==> config.mk <==
export PLATFORM = sky130hd
export DESIGN_NAME = sm_tc_convert_pipe
export DESIGN_NICKNAME = d
export VERILOG_FILES = /design/src/rtl/ldpc_fmt_pkg.sv /design/src/rtl/sm_tc_convert_pipe_lane.sv /design/src/rtl/sm_tc_convert_pipe.sv
export SDC_FILE = /design/constraint.sdc
export NUM_CORES = 1
export LEC_CHECK = 0
export CORE_ASPECT_RATIO = 0.7
export CORE_MARGIN = 1.5
export CORE_UTILIZATION = 32
export DETAILED_ROUTE_END_ITERATION = 6
export HOLD_SLACK_MARGIN = 0.02
export PLACE_DENSITY = 0.56
export SLEW_MARGIN = 20
export SYNTH_ARGS = -nofsm -noshare
export SYNTH_HDL_FRONTEND = slang
export SYNTH_HIERARCHICAL = 1
export SYNTH_SLANG_ARGS = --single-unit
==> constraint.sdc <==
create_clock -name clk -period 1.6 [get_ports clk]
set_input_delay 0.24 -clock clk [delete_from_list [all_inputs] [get_ports clk]]
set_output_delay 0.24 -clock clk [all_outputs]
set_load 0.02 [all_outputs]
==> src/rtl/ldpc_fmt_pkg.sv <==
// ldpc_fmt_pkg: message-format constants shared by the LDPC datapath blocks
package ldpc_fmt_pkg;
    localparam logic MODE_S2T   = 1'b0;
    localparam logic MODE_T2S   = 1'b1;
    localparam int   DATA_WIDTH = 5;
endpackage

==> src/rtl/sm_tc_convert_pipe_lane.sv <==
// sm_tc_lane: single-lane sign-magnitude <-> two's-complement converter
module sm_tc_lane
    import ldpc_fmt_pkg::*;
#(
    parameter int W = DATA_WIDTH
) (
    input  logic [W-1:0] x,
    input  logic         mode,
    output logic [W-1:0] y,
    output logic         sat
);
    logic [W-1:0] mag_neg;
    logic [W-1:0] x_neg;
    logic         is_min;
    // negative zero negates to zero, so S2T needs no special case
    always_comb begin
        mag_neg = -{1'b0, x[W-2:0]};
        x_neg   = -x;
        is_min  = x == {1'b1, {(W-1){1'b0}}};
        sat     = mode == MODE_T2S && is_min;
        y       = !x[W-1] ? x : mode == MODE_S2T ? mag_neg : is_min ? '1 : {1'b1, x_neg[W-2:0]};
    end
endmodule

==> src/rtl/sm_tc_convert_pipe.sv <==
// sm_tc_convert_pipe: two-stage valid/ready multi-lane SM/TC converter with saturation count
module sm_tc_convert_pipe
    import ldpc_fmt_pkg::*;
#(
    parameter int DATA_WIDTH = ldpc_fmt_pkg::DATA_WIDTH,
    parameter int LANES      = 8,
    parameter int CNT_WIDTH  = 16
) (
    input  logic                        clk,
    input  logic                        rst,
    input  logic                        in_valid,
    output logic                        in_ready,
    input  logic                        in_mode,
    input  logic [LANES*DATA_WIDTH-1:0] in_data,
    output logic                        out_valid,
    input  logic                        out_ready,
    output logic [LANES*DATA_WIDTH-1:0] out_data,
    output logic [LANES-1:0]            out_sat,
    input  logic                        sat_clr,
    output logic [CNT_WIDTH-1:0]        sat_count
);
    logic                        a_valid;
    logic                        a_mode;
    logic [LANES*DATA_WIDTH-1:0] a_data;
    logic                        b_valid;
    logic [LANES*DATA_WIDTH-1:0] b_data;
    logic [LANES-1:0]            b_sat;
    logic [LANES*DATA_WIDTH-1:0] conv;
    logic [LANES-1:0]            conv_sat;
    logic                        a_adv;
    logic                        b_adv;

    for (genvar i = 0; i < LANES; i++) begin : g_lane
        sm_tc_lane #(.W(DATA_WIDTH)) u_lane (
            .x   (a_data[i*DATA_WIDTH +: DATA_WIDTH]),
            .mode(a_mode),
            .y   (conv[i*DATA_WIDTH +: DATA_WIDTH]),
            .sat (conv_sat[i])
        );
    end

    // a stage advances whenever the stage ahead of it can take or pass its beat
    always_comb begin
        b_adv    = !b_valid || out_ready;
        a_adv    = !a_valid || b_adv;
        in_ready = !rst && a_adv;
    end

    // stage A: capture the raw beat and its mode together
    always_ff @(posedge clk) begin
        if (rst) begin
            a_valid <= 1'b0;
            a_mode  <= MODE_S2T;
            a_data  <= '0;
        end else if (a_adv) begin
            a_valid <= in_valid;
            if (in_valid) begin
                a_mode <= in_mode;
                a_data <= in_data;
            end
        end
    end

    // stage B: capture converted lanes; holds while stalled downstream
    always_ff @(posedge clk) begin
        if (rst) begin
            b_valid <= 1'b0;
            b_data  <= '0;
            b_sat   <= '0;
        end else if (b_adv) begin
            b_valid <= a_valid;
            if (a_valid) begin
                b_data <= conv;
                b_sat  <= conv_sat;
            end
        end
    end

    // count delivered beats carrying any saturated lane; clear has priority, no wrap
    always_ff @(posedge clk) begin
        if (rst || sat_clr)
            sat_count <= '0;
        else if (b_valid && out_ready && |b_sat && sat_count != '1)
            sat_count <= sat_count + CNT_WIDTH'(1);
    end

    assign out_valid = b_valid;
    assign out_data  = b_data;
    assign out_sat   = b_sat;
endmodule

==> results.json, run 1 <==
{
  "multi_input_area_mm2": 0.00260,
  "synth_ff_type": "dfxtp_1",
  "synth.yosys.seq_area_share_pct": 44.3,
  "ioPinCount": 112,
  "use_met3_pct": 3.94,
  "layout_common_cells": "230 x nand2_1, 98 x a21oi_1, 92 x dfxtp_1",
  "cts-hold-fix-buffers": 0,
  "cts_sinks": 107,
  "drt_first_pass_iters": 4,
  "drc_errors": 0,
  "synth.distinct_cells": 40,
  "total_power_w": 0.00558,
  "slew_violations": 0,
  "synth_area_leaders": "dfxtp_1 44%, nand2_1 18%, a21oi_1 10%",
  "power_density_mw_per_mm2": 801,
  "yosys_warnings": 6,
  "pwr-share-seq_pct": 50.6,
  "routed_wl_um": 13700,
  "rsz0062_at_grt": "true",
  "grt_first_pass_wirelength_um": 22100,
  "syn_area_mm2": 0.00483,
  "cts_tree": "done",
  "clk_latency_ns": 0.34,
  "syn_inst": 641,
  "grt_pass1_vias": 4350,
  "end_kind": "register",
  "whs_ns": 0.312,
  "cap_violations": 0,
  "diodes": 0,
  "dieArea_mm2": 0.0159,
  "critPathKind": "register to register",
  "instances_no_fill": 982,
  "hold_class": "primary input to register",
  "fin_setup_tns_ns": -0.149,
  "place_congestion": 0.814,
  "total_leakage_power_nw": 2.86,
  "grt_max_degree": 60,
  "worstMarginPinSlew_ns": 0.617,
  "die_w_um": 150,
  "finalCriticalPeriod_ns": 1.66,
  "wl_per_cell_um": 13.9,
  "seq_area_mm2": 0.00218,
  "fill_cells": 1456,
  "ys_seq_elements": 107,
  "avgSynthCellArea_um2": 7.54,
  "nNetsFinal": 838,
  "violations": "negative setup slack",
  "final_common_cell": "nand2_1",
  "syn-num-nets": 696,
  "drive_above_1_share_pct": 15.5,
  "max_clock_freq_mhz": 602,
  "ir_worst_vdd_v": 0.000448,
  "row_count": 37,
  "cp_slowest_cell": "or4_4",
  "use_met2_pct": 26.8,
  "critPathMaxStageDelay_ns": 0.48,
  "cts_buffer_depth": 2,
  "die_h_um": 106,
  "ant_nets": 0,
  "p_sw_w": 0.00142,
  "synthArstFlopShare_pct": 0,
  "dr_total_vias": 4764,
  "cts_root_buffer": "clkbuf_16",
  "netSwitchingFraction_pct": 25.4,
  "h-tree-depth": 3,
  "status": "finished, violations left",
  "io_buffer_count": 111,
  "track_usage_pct": 17.5,
  "clk_pin_slew_ns": 0.07,
  "syn_to_final_growth_pct": 44.2,
  "antenna_found_initial": 0,
  "yosys.area.top_type": "dfxtp_1",
  "synth-edff-count": 0,
  "coreArea_mm2": 0.0147,
  "setup_viol": 8,
  "clkPwrFrac_pct": 36.5,
  "grt-ovfl-total": 0,
  "worstPathMaxFanout": 6,
  "cp.buffers_inverters": 2,
  "dp_cells": 963,
  "crit_family": "simple AND/OR/NAND/NOR gates",
  "busiest_layer": "met2",
  "critical_path.most_common_cell": "buf_4",
  "start_util_pct": 32.8,
  "start_kind": "register",
  "crit_arrival_ns": 1.92,
  "skew_ns": 0.00883,
  "drt_iter0_drc": 243,
  "path_cells": "ha_4 -> nand4_1 -> buf_4 -> nor4_4 -> buf_4 -> or4_4 -> a21oi_2",
  "synth_top_area_share_pct": 44.3,
  "hpwl_um": 9880,
  "pwr-share-comb_pct": 12.8,
  "max-slew-margin-rel_pct": 58.9,
  "cts_buffers": 9,
  "met1_usage_pct": 25.1,
  "required_ns": 1.86,
  "internal-power_w": 0.00416,
  "fin_ws_ns": -0.0616,
  "routed_via_density": 4.85,
  "hold_viol_final": 0,
  "fin_crit_sh_pct": 104
}
==> registers in the layout, summed over array words and instances, names as in the netlist <==
| register | flops |
|---|---|
| a_data | 40 |
| out_data | 40 |
| sat_count | 16 |
| out_sat | 8 |
| a_mode | 1 |
| a_valid | 1 |
| out_valid | 1 |
==> power groups by stage <==
stage | combinational, W | clock, W | sequential, W
floorplan | 0.000352 | 0 | 0.00291
global placement | 0.000705 | 0 | 0.00288
detailed placement | 0.000717 | 0 | 0.00289
CTS | 0.000722 | 0.00212 | 0.00283
global route | 0.000793 | 0.00224 | 0.00284
finish | 0.000716 | 0.00204 | 0.00283
==> path summary, 6_finish.rpt <==
path / from / to / slack [ns] / cells past startpoint
setup / recovery: sat_count[0] / sat_count[9] / -0.06 / 7
hold / removal: out_ready / out_valid / 0.31 / 4
setup reg to reg: sat_count[0] / sat_count[9] / -0.06 / 7
hold reg to reg: out_data[15] / out_data[15] / 0.45 / 2
==> logic make-up (layout without fill, tap and decap cells) <==
group	count (synthesis)	in the layout	share of synthesized area [%]
fa+ha+maj	9	9	2.33
flops	107	107	44.3
compound gates	144	144	18.0
mux	3	3	0.622
simple gates	302	302	27.1
xor+xnor	16	16	2.90
buf+inv	60	206	4.71
==> area by class of cell <==
class | instances | share of cell area [%]
tap | 195 | 3.50
clock inverter | 5 | 0.431
timing repair buffer | 166 | 22.6
inverter | 25 | 1.35
multi-input combinational | 474 | 37.3
sequential | 107 | 31.3
clock buffer | 10 | 3.43
==> tightest hold or removal path: cells and delay by family <==
kind                   cells  cell delay (ns)
buffers and inverters      1             0.15
AND/OR/NAND/NOR            3             0.22
==> through the flow <==
step                instance area (um2)  util (%)  setup WS (ns)
floorplan                          4920         -         -0.118
global placement                   6580      44.7         -0.492
detailed placement                 6580      44.7         -0.541
CTS                                6880      46.7        -0.0605
global route                       6970      47.3         -0.105
finish                             6970      47.3        -0.0616
==> metal layers <==
layer / share of wire (%) / routed length (um)
met1: 51 / 6980
met2: 44 / 6040
met3: 4.1 / 565
met4: 0.53 / 72
met5: 0 / 0
==> cell usage after synthesis (2+ instances only) <==
library cell	number
nand2_1	230
dfxtp_1	107
a21oi_1	101
clkbuf_1	31
inv_1	25
nand4_1	15
nor2_1	15
ha_1	9
o211ai_1	9
or4_1	9
and2b_1	8
o21a_1	8
o31ai_2	8
xnor2_1	8
xor2_1	8
o31ai_1	7
nand3_1	5
nor4_1	4
mux2i_1	3
nor2b_1	3
o21ai_0	3
or3_1	3
and4_1	2
buf_1	2
buf_2	2
nand2b_1	2
==> repair_timing <==
| action | 4_1_cts | 5_1_grt |
|---|---|---|
| pin swaps | 8 | 5 |
| resized for setup | 41 | 20 |
| buffers inserted | 1 | 3 |
| hold endpoints to repair | 0 | 0 |
| setup endpoints to repair | 38 | 20 |
Power figures use the tool's default switching activity.
==> inputs of run 2 (changes only) <==
Settings changed: ABC_CLOCK_PERIOD_IN_PS set to 1600, CORE_ASPECT_RATIO 0.7 to 0.6.
==> results.json, run 2 (same netlist as run 1, synthesis figures left out) <==
{
  "netSwitchingFraction_pct": 25.1,
  "cp_slowest_cell": "or4_4",
  "coreArea_mm2": 0.0146,
  "cts_sinks": 107,
  "whs_ns": 0.332,
  "skew_ns": 0.00828,
  "final_cell_area_mm2": 0.00696,
  "met1Wirelength_um": 7130,
  "ioPinCount": 112,
  "routed-wl-met3_um": 652,
  "hold_class": "primary input to register",
  "start_kind": "register",
  "grt_pass1_vias": 4600,
  "routed_via_density": 4.85,
  "cts_root_buffer": "clkbuf_16",
  "cts-hold-fix-buffers": 0,
  "hold_viol_final": 0,
  "internal-power_w": 0.00438,
  "required_ns": 1.87,
  "cts_buffer_depth": 2,
  "drc_errors": 0,
  "die_w_um": 162,
  "fin_setup_tns_ns": -0.0675,
  "nNetsFinal": 834,
  "grt_first_pass_wirelength_um": 22900,
  "die_h_um": 98.2,
  "grt-ovfl-total": 0,
  "total_power_w": 0.00585,
  "cap_violations": 0,
  "fill_cells": 1464,
  "ant_nets": 0,
  "cp.buffers_inverters": 1,
  "wl_met2_um": 6010,
  "drt_first_pass_iters": 4,
  "ir_worst_vdd_v": 0.000508,
  "layout_common_cells": "230 x nand2_1, 97 x a21oi_1, 91 x dfxtp_1",
  "wl_per_cell_um": 14.1,
  "drive_above_1_share_pct": 15.2,
  "critPathMaxStageDelay_ns": 0.54,
  "diodes": 0,
  "fin_crit_sh_pct": 102,
  "clk_latency_ns": 0.34,
  "end_kind": "register",
  "max_clock_freq_mhz": 613,
  "place_area_mm2": 0.00658,
  "pwr-share-seq_pct": 48.3,
  "hpwl_um": 9970,
  "grt_max_degree": 73,
  "setup_viol": 5,
  "drt_iter0_drc": 277,
  "path_cells": "nand4_1 -> buf_4 -> or4_4 -> a31o_2 -> a21oi_2",
  "routed_wl_um": 13900,
  "multi_input_area_mm2": 0.00258,
  "antenna_found_initial": 0,
  "pwr-share-comb_pct": 12.1,
  "row_count": 34,
  "finalCriticalPeriod_ns": 1.63,
  "h-tree-depth": 3,
  "routed.top_layer": "met4",
  "max-slew-margin-rel_pct": 50.9,
  "fin_ws_ns": -0.0301,
  "crit_family": "simple AND/OR/NAND/NOR gates",
  "start_util_pct": 33.0,
  "dieArea_mm2": 0.0159,
  "cts_tree": "done",
  "crit_arrival_ns": 1.90,
  "total_leakage_power_nw": 2.87,
  "final_common_cell": "nand2_1",
  "violations": "negative setup slack",
  "status": "finished, violations left",
  "syn_to_final_growth_pct": 44.1,
  "preCtsSetupSlack_ns": -0.429,
  "track_usage_pct": 17.9,
  "critPathKind": "register to register",
  "seq_area_mm2": 0.00218,
  "p_sw_w": 0.00147,
  "power_density_mw_per_mm2": 840,
  "worstMarginPinSlew_ns": 0.736,
  "cts_buffers": 9,
  "place_congestion": 0.843,
  "io_buffer_count": 111,
  "slew_violations": 0,
  "clk_pin_slew_ns": 0.07,
  "dr_total_vias": 4758,
  "clkPwrFrac_pct": 39.6,
  "rsz0062_at_grt": "true",
  "r2r_setup_slack_ns": -0.03,
  "worstPathMaxFanout": 6
}
run 2: cell count changes in the layout (fill, tap and decap cells not counted), sizes merged:
cell           previous run  this run
buf                      57        53
dlygate4sd2              22        23
inv                      25        27
bufinv                    0         1
clkinv                    3         2
clkdlybuf4s50            82        80
clkinvlp                  2         0
clkbuf                   10        11
dlymetal6s2s              5         6
run 2: repair_timing:
action	CTS	global route
buffers inserted	0	1
gates resized for setup	32	22
setup endpoints to repair	35	22
pin swaps	7	7
cloned	1	0
run 2: final cells by class:
type / count / share of cell area [%]
clock buffer: 11 / 3.63
clock inverter: 5 / 0.827
inverter: 25 / 1.35
multi-input combinational: 474 / 37.1
sequential: 107 / 31.4
tap: 198 / 3.56
timing repair buffer: 162 / 22.1
run 2: per-layer routing:
| metal | vias up | track usage, % |
|---|---|---|
| li1 | 2423 | - |
| met1 | 2225 | 25.1 |
| met2 | 104 | 27.9 |
| met3 | 6 | 4.29 |
| met4 | 0 | 3.53 |
| met5 | - | 0 |
run 2: power groups by stage:
stage	clock, W	combinational [W]	sequential, W
final	0.00232	0.000705	0.00283
after global routing	0.00249	0.000783	0.00284
after CTS	0.00239	0.000713	0.00283
after detailed placement	0	0.000709	0.00289
after global placement	0	0.000696	0.00288
after floorplan	0	0.000352	0.00291
run 2: final timing paths:
path / from / end / cells past startpoint
hold / removal: out_ready / out_valid / 4
setup reg to reg: sat_count[10] / sat_count[2] / 5
hold reg to reg: out_data[10] / out_data[10] / 2
setup / recovery: sat_count[10] / sat_count[2] / 5
run 2: tightest hold or removal path, cell delays in order:
cell	delay, ns
dlymetal6s2s_1	0.15
nor2b_1	0.11
nor2_1	0.09
nor2_1	0.04
run 2: through the flow:
step	std cells	util, %
final	982	47.6
after detailed placement	964	45.0
after floorplan	641	-
after global routing	982	47.6
after CTS	981	47.1
after global placement	964	45.0
==> variant 1: new RTL, flow settings as in run 1 <==
`CNT_WIDTH`: 16 -> 14.
--- a/src/rtl/sm_tc_convert_pipe.sv
+++ b/src/rtl/sm_tc_convert_pipe.sv
@@ -4,7 +4,7 @@
 #(
     parameter int DATA_WIDTH = ldpc_fmt_pkg::DATA_WIDTH,
     parameter int LANES      = 8,
-    parameter int CNT_WIDTH  = 16
+    parameter int CNT_WIDTH  = 14
 ) (
     input  logic                        clk,
     input  logic                        rst,
Ports: changed (resized sat_count); port bits go from 112 to 110. No check against the original RTL was run, so the function may have changed too.
==> variant 1 against run 1 <==
  * The run still ends with negative setup slack left
  * Via count is 2.9% lower
  * Clock skew down 0.0022 ns
  * Area after synthesis fell by 1.2%
  * First-iteration DRC count decreased by 39%
  * Final area decreased by 1.7%
  * Critical path depth shrank 2
  * Sequential power is 2% lower
  * Sequential cell count decreased by 2
  * Wire length down 2.2%
  * Total power rose by 4.5%
  * Setup slack worse by 0.0021 ns
  * Critical endpoint is now sat_count[10]
  * Largest power group unchanged
==> variant 1: results (changes against run 1) <==
num_antenna_cells: 0  # unchanged
grt_util_all_layers_pct: 17.4  # was 17.5%
area_delta_synth_final_pct: 43.5  # was 44.2%
port-buffer-count: 109  # was 111
violations: "negative setup slack"  # unchanged
synth.lib_cells_used.distinct: 42  # was 40
irDropWorstVdd_v: 0.000471  # was 0.000448 V
syn-num-nets: 684  # was 696
total_leakage_power_nw: 2.83  # was 2.86 nW
setup_slack_ns: -0.0637  # was -0.0616 ns
routed-wl-met2_mm: 6.07  # was 6.04 mm
post-dp-hpwl_mm: 9.79  # was 9.88 mm
dr_wl_met3_um: 479  # was 565 µm
detailedPlace.worstSlack_ns: -0.363  # was -0.541 ns
top_layer_used: "met4"  # unchanged
synth-seq-area-share_pct: 44.0  # was 44.3%
routed_via_density: 4.79  # was 4.85
fp.dieArea_um2: 15700  # was 15900 µm²
fillers: 1479  # was 1456
detail_route.wirelength_mm: 13.4  # was 13.7 mm
post_synth_most_frequent_cells: "sky130_fd_sc_hd__nand2_1 (227), sky130_fd_sc_hd__dfxtp_1 (105), sky130_fd_sc_hd__a21oi_1 (97), sky130_fd_sc_hd__clkbuf_1 (25), sky130_fd_sc_hd__inv_1 (25)"  # was sky130_fd_sc_hd__nand2_1 (230), sky130_fd_sc_hd__dfxtp_1 (107), sky130_fd_sc_hd__a21oi_1 (101), sky130_fd_sc_hd__clkbuf_1 (31), sky130_fd_sc_hd__inv_1 (25)
final_net_count: 821  # was 838
routed-via-count: 4628  # was 4764
worst_ep_arrival_time_ns: 1.94  # was 1.92 ns
run_status: "complete, but fails checks"  # unchanged
ys_top_cells_by_area: "sky130_fd_sc_hd__dfxtp_1 (44%), sky130_fd_sc_hd__nand2_1 (18%), sky130_fd_sc_hd__a21oi_1 (10%)"  # unchanged
crit_fanout: 3  # was 6
fin_tns_setup_ns: -0.278  # was -0.149 ns
clk_transition_reported_paths_ns: 0.07  # about the same
setup_violations: 12  # was 8
detailedRoute.firstIterationViolations: 149  # was 243
clock_skew_ns: 0.00661  # was 0.00883 ns
grt_pass1_wl_mm: 21.7  # was 22.1 mm
syn-instance-count: 629  # was 641
placedCellCount: 948  # was 963
timing.slew.headroom_pct: 66.1  # was 58.9%
wl_met1_mm: 6.62  # was 6.98 mm
globalplace.congestion: 0.831  # was 0.814
dpl-instance-area_um2: 6450  # was 6580 µm²
largest_net_degree_at_the_start_of_global_routing: 52  # was 60
first_global_vias: 4481  # was 4350
==> variant 1: report_power, final <==
part / leakage, nW / switching, mW / internal, mW
clock network: 0.158 / 0.973 / 1.35
logic: 1.81 / 0.376 / 0.349
registers: 0.862 / 0.0847 / 2.70
total: 2.83 / 1.43 / 4.40
==> variant 1: layout make-up <==
type,count,share of cell area [%]
tap,195,3.56
timing repair buffer,159,22.4
inverter,25,1.37
sequential,105,31.0
multi-input combinational,466,37.1
clock inverter,4,0.712
clock buffer,12,3.91
==> variant 1: metal layers <==
layer	global-route usage (%)	vias to the layer above
met1	23.3	2148
li1	-	2379
met5	0	-
met2	28.2	83
met4	4.60	0
met3	3.62	18
==> variant 1: timing repair <==
action	4_1_cts	5_1_grt
setup buffers	1	0
endpoints found under the setup margin	38	17
gates cloned	0	1
pin swaps	6	2
gates resized for setup	33	14
==> variant 1: worst paths after layout <==
path	from	endpoint	slack [ns]	cells after the start
min reg2reg	out_data[15]	out_data[15]	0.45	2
min	rst	sat_count[11]	0.36	4
max	sat_count[1]	sat_count[10]	-0.06	5
max reg2reg	sat_count[1]	sat_count[10]	-0.06	5
==> variant 1: cells by family after synthesis <==
logic type               synth area share (%)
AND/OR/NAND/NOR                          27.4
flip-flops                               44.0
adder cells (fa/ha/maj)                  2.36
AO/OA/AOI/OAI                            17.4
buffers and inverters                    5.01
XOR/XNOR                                 2.94
multiplexers                            0.839
==> variant 1: stage by stage <==
stage               hold WS (ns)  total power [mW]
global route               0.383              6.09
CTS                        0.349              5.90
finish                     0.360              5.83
global placement           0.445              3.55
floorplan                  0.361              3.22
detailed placement         0.448              3.57
==> variant 2: new RTL, settings of run 1 <==
Made on the original files. Register the output `sat_count` once more, with the module's reset; this adds one clock of latency there. The other outputs are not delayed to match.
--- a/src/rtl/sm_tc_convert_pipe.sv
+++ b/src/rtl/sm_tc_convert_pipe.sv
@@ -19,6 +19,8 @@
     input  logic                        sat_clr,
     output logic [CNT_WIDTH-1:0]        sat_count
 );
+
+    logic [CNT_WIDTH-1:0] sat_count_s0;
     logic                        a_valid;
     logic                        a_mode;
     logic [LANES*DATA_WIDTH-1:0] a_data;
@@ -79,13 +81,21 @@
     // count delivered beats carrying any saturated lane; clear has priority, no wrap
     always_ff @(posedge clk) begin
         if (rst || sat_clr)
-            sat_count <= '0;
-        else if (b_valid && out_ready && |b_sat && sat_count != '1)
-            sat_count <= sat_count + CNT_WIDTH'(1);
+            sat_count_s0 <= '0;
+        else if (b_valid && out_ready && |b_sat && sat_count_s0 != '1)
+            sat_count_s0 <= sat_count_s0 + CNT_WIDTH'(1);
     end
 
     assign out_valid = b_valid;
     assign out_data  = b_data;
     assign out_sat   = b_sat;
+    always_ff @(posedge clk) begin
+        if (rst) begin
+            sat_count <= '0;
+        end else begin
+            sat_count <= sat_count_s0;
+        end
+    end
+
 endmodule
 
Behaviour: not the same (a bounded check fails within 4 cycles, from zero or initial values and one cycle with rst high).
==> variant 2 against run 1 <==
  * The flow still finishes with violations (negative setup slack)
  * Wire length is 7.9% higher
  * Largest power group is now clock
  * Sequential power is 14% higher
  * Final area is 10% higher
  * Total power is 41% higher
  * Sequential cell count is 16 higher
  * Area after synthesis is 8.8% higher
  * Die area is 8.6% higher
  * Setup slack worse by 0.0031 ns
  * Non-clock buffer count is 5 lower
  * Global-route usage is 0.23 points higher
==> variant 2: results (changes against run 1) <==
critPathMaxStageDelay_ns: 0.57  # was 0.48 ns
post-dp-hpwl_mm: 10.3  # was 9.88 mm
hold_ws_ns: 0.288  # was 0.312 ns
total_leakage_power_nw: 3.53  # was 2.86 nW
clockBufferDepth: 2  # unchanged
fillers: 1555  # was 1456
antenna_found_initial: 0  # unchanged
worst-r2r-cell-count: 5  # was 7
largest_net_degree_at_the_start_of_global_routing: 86  # was 60
grt_util_all_layers_pct: 17.7  # was 17.5%
irDropWorstVdd_v: 0.000603  # was 0.000448 V
ys_top_cells_by_area: "sky130_fd_sc_hd__dfxtp_1 (47%), sky130_fd_sc_hd__nand2_1 (16%), sky130_fd_sc_hd__a21oi_1 (9.6%)"  # was sky130_fd_sc_hd__dfxtp_1 (44%), sky130_fd_sc_hd__nand2_1 (18%), sky130_fd_sc_hd__a21oi_1 (10%)
setup_slack_ns: -0.0647  # was -0.0616 ns
cts_htree_levels: 4  # was 3
fin_tns_setup_ns: -0.241  # was -0.149 ns
routed-via-count: 5051  # was 4764
cts_root_buffer: "sky130_fd_sc_hd__clkbuf_16"  # unchanged
timing.slew.headroom_pct: 73.0  # was 58.9%
clk_transition_reported_paths_ns: 0.05  # was 0.07 ns
synth.lib_cells_used.distinct: 40  # unchanged
worst_ep_arrival_time_ns: 2.00  # was 1.92 ns
drive_gt1_share_pct: 14.0  # was 15.5%
globalplace.congestion: 0.831  # was 0.814
num_antenna_cells: 0  # unchanged
drt_pass1_iterations: 5  # was 4
setup_violations: 9  # was 8
run_status: "complete, but fails checks"  # unchanged
timing.critical_path.max_delay_family: "simple AND/OR/NAND/NOR gates"  # unchanged
clock_skew_ns: 0.0109  # was 0.00883 ns
grt_pass1_wl_mm: 23.9  # was 22.1 mm
final_net_count: 873  # was 838
first_global_vias: 4911  # was 4350
syn-num-nets: 730  # was 696
post_synth_most_frequent_cells: "sky130_fd_sc_hd__nand2_1 (230), sky130_fd_sc_hd__dfxtp_1 (123), sky130_fd_sc_hd__a21oi_1 (101), sky130_fd_sc_hd__clkbuf_1 (35), sky130_fd_sc_hd__inv_1 (25)"  # was sky130_fd_sc_hd__nand2_1 (230), sky130_fd_sc_hd__dfxtp_1 (107), sky130_fd_sc_hd__a21oi_1 (101), sky130_fd_sc_hd__clkbuf_1 (31), sky130_fd_sc_hd__inv_1 (25)
critical-path-slowest-cell: "sky130_fd_sc_hd__or4_4"  # unchanged
clock_insertion_delay_at_the_later_pin_of_the_skew_report_ns: 0.40  # was 0.34 ns
async_flop_share_pct: 0  # unchanged
route.detailed.drc: 0  # unchanged
cts_buffers: 17  # was 9
port-buffer-count: 111  # unchanged
crit_fanout: 4  # was 6
detail_route.wirelength_mm: 14.7  # was 13.7 mm
synth-seq-area-share_pct: 46.9  # was 44.3%
violations: "negative setup slack"  # unchanged
hold_path_class: "input port to register"  # unchanged
detailedRoute.firstIterationViolations: 213  # was 243
whs_path_depth: 3  # was 4
## variant 2: area by class of cell
type	instances	area [µm²]	area share [%]
well taps	220	275	3.58
flip-flops and latches	123	2470	32.2
repair buffers	161	1600	20.8
clock buffers	24	482	6.26
clock inverters	8	115	1.50
inverters	25	93.8	1.22
multi-input cells	490	2660	34.5
## variant 2: logic make-up after synthesis
kind of cell	after synthesis	synth area share [%]
AOI/OAI and AO/OA	144	16.5
xor gates and xnor gates	16	2.67
adders and majority gates	9	2.14
buffers and inverters	62	4.45
DFF	123	46.9
muxes	3	0.571
and+or+nand+nor	318	26.8
## variant 2: report_power, final
group / switching, mW / internal [mW]
combinational: 0.383 / 0.336
sequential: 0.0862 / 3.16
clock: 1.34 / 2.56
total: 1.81 / 6.05
## variant 2: per-stage QoR
stage,cell area (µm²),utilization [%],total power [mW],setup WS [ns],std cells
6_report,7690,48.7,7.86,-0.0647,1051
3_3_place_gp,7020,44.5,4.02,-0.294,1018
4_1_cts,7600,48.2,7.96,-0.0455,1051
3_5_place_dp,7020,44.5,4.04,-0.365,1018
2_1_floorplan,5300,-,3.69,-0.0825,675
5_1_grt,7690,48.7,8.19,-0.112,1051
## variant 2: routing by layer
layer	part of all wire, %	wire length, µm	vias to the layer above	GRT usage, %
met5	0	0	-	0
met4	1.7	250	0	6.53
met3	4.5	663	19	4.57
met2	45	6640	126	28.9
met1	49	7180	2366	22.8
li1	-	-	2540	-
## variant 2: repair_timing
item,4_1_cts,5_1_grt
resized for setup,38,36
pin swaps,11,1
endpoints found under the setup margin,41,40
buffers inserted,1,0
## variant 2: final timing paths
kind	start	end
max	sat_count_s0[3]	sat_count_s0[2]
max reg2reg	sat_count_s0[3]	sat_count_s0[2]
min reg2reg	out_data[24]	out_data[24]
min	rst	sat_count_s0[6]
## variant 2: worst reg2reg max path: cells and delay by family (launching register included)
kind	cells	cell delay, ns
AOI/OAI and AO/OA	2	0.33
buffers and inverters	1	0.19
DFF	1	0.33
and+or+nand+nor	2	0.74
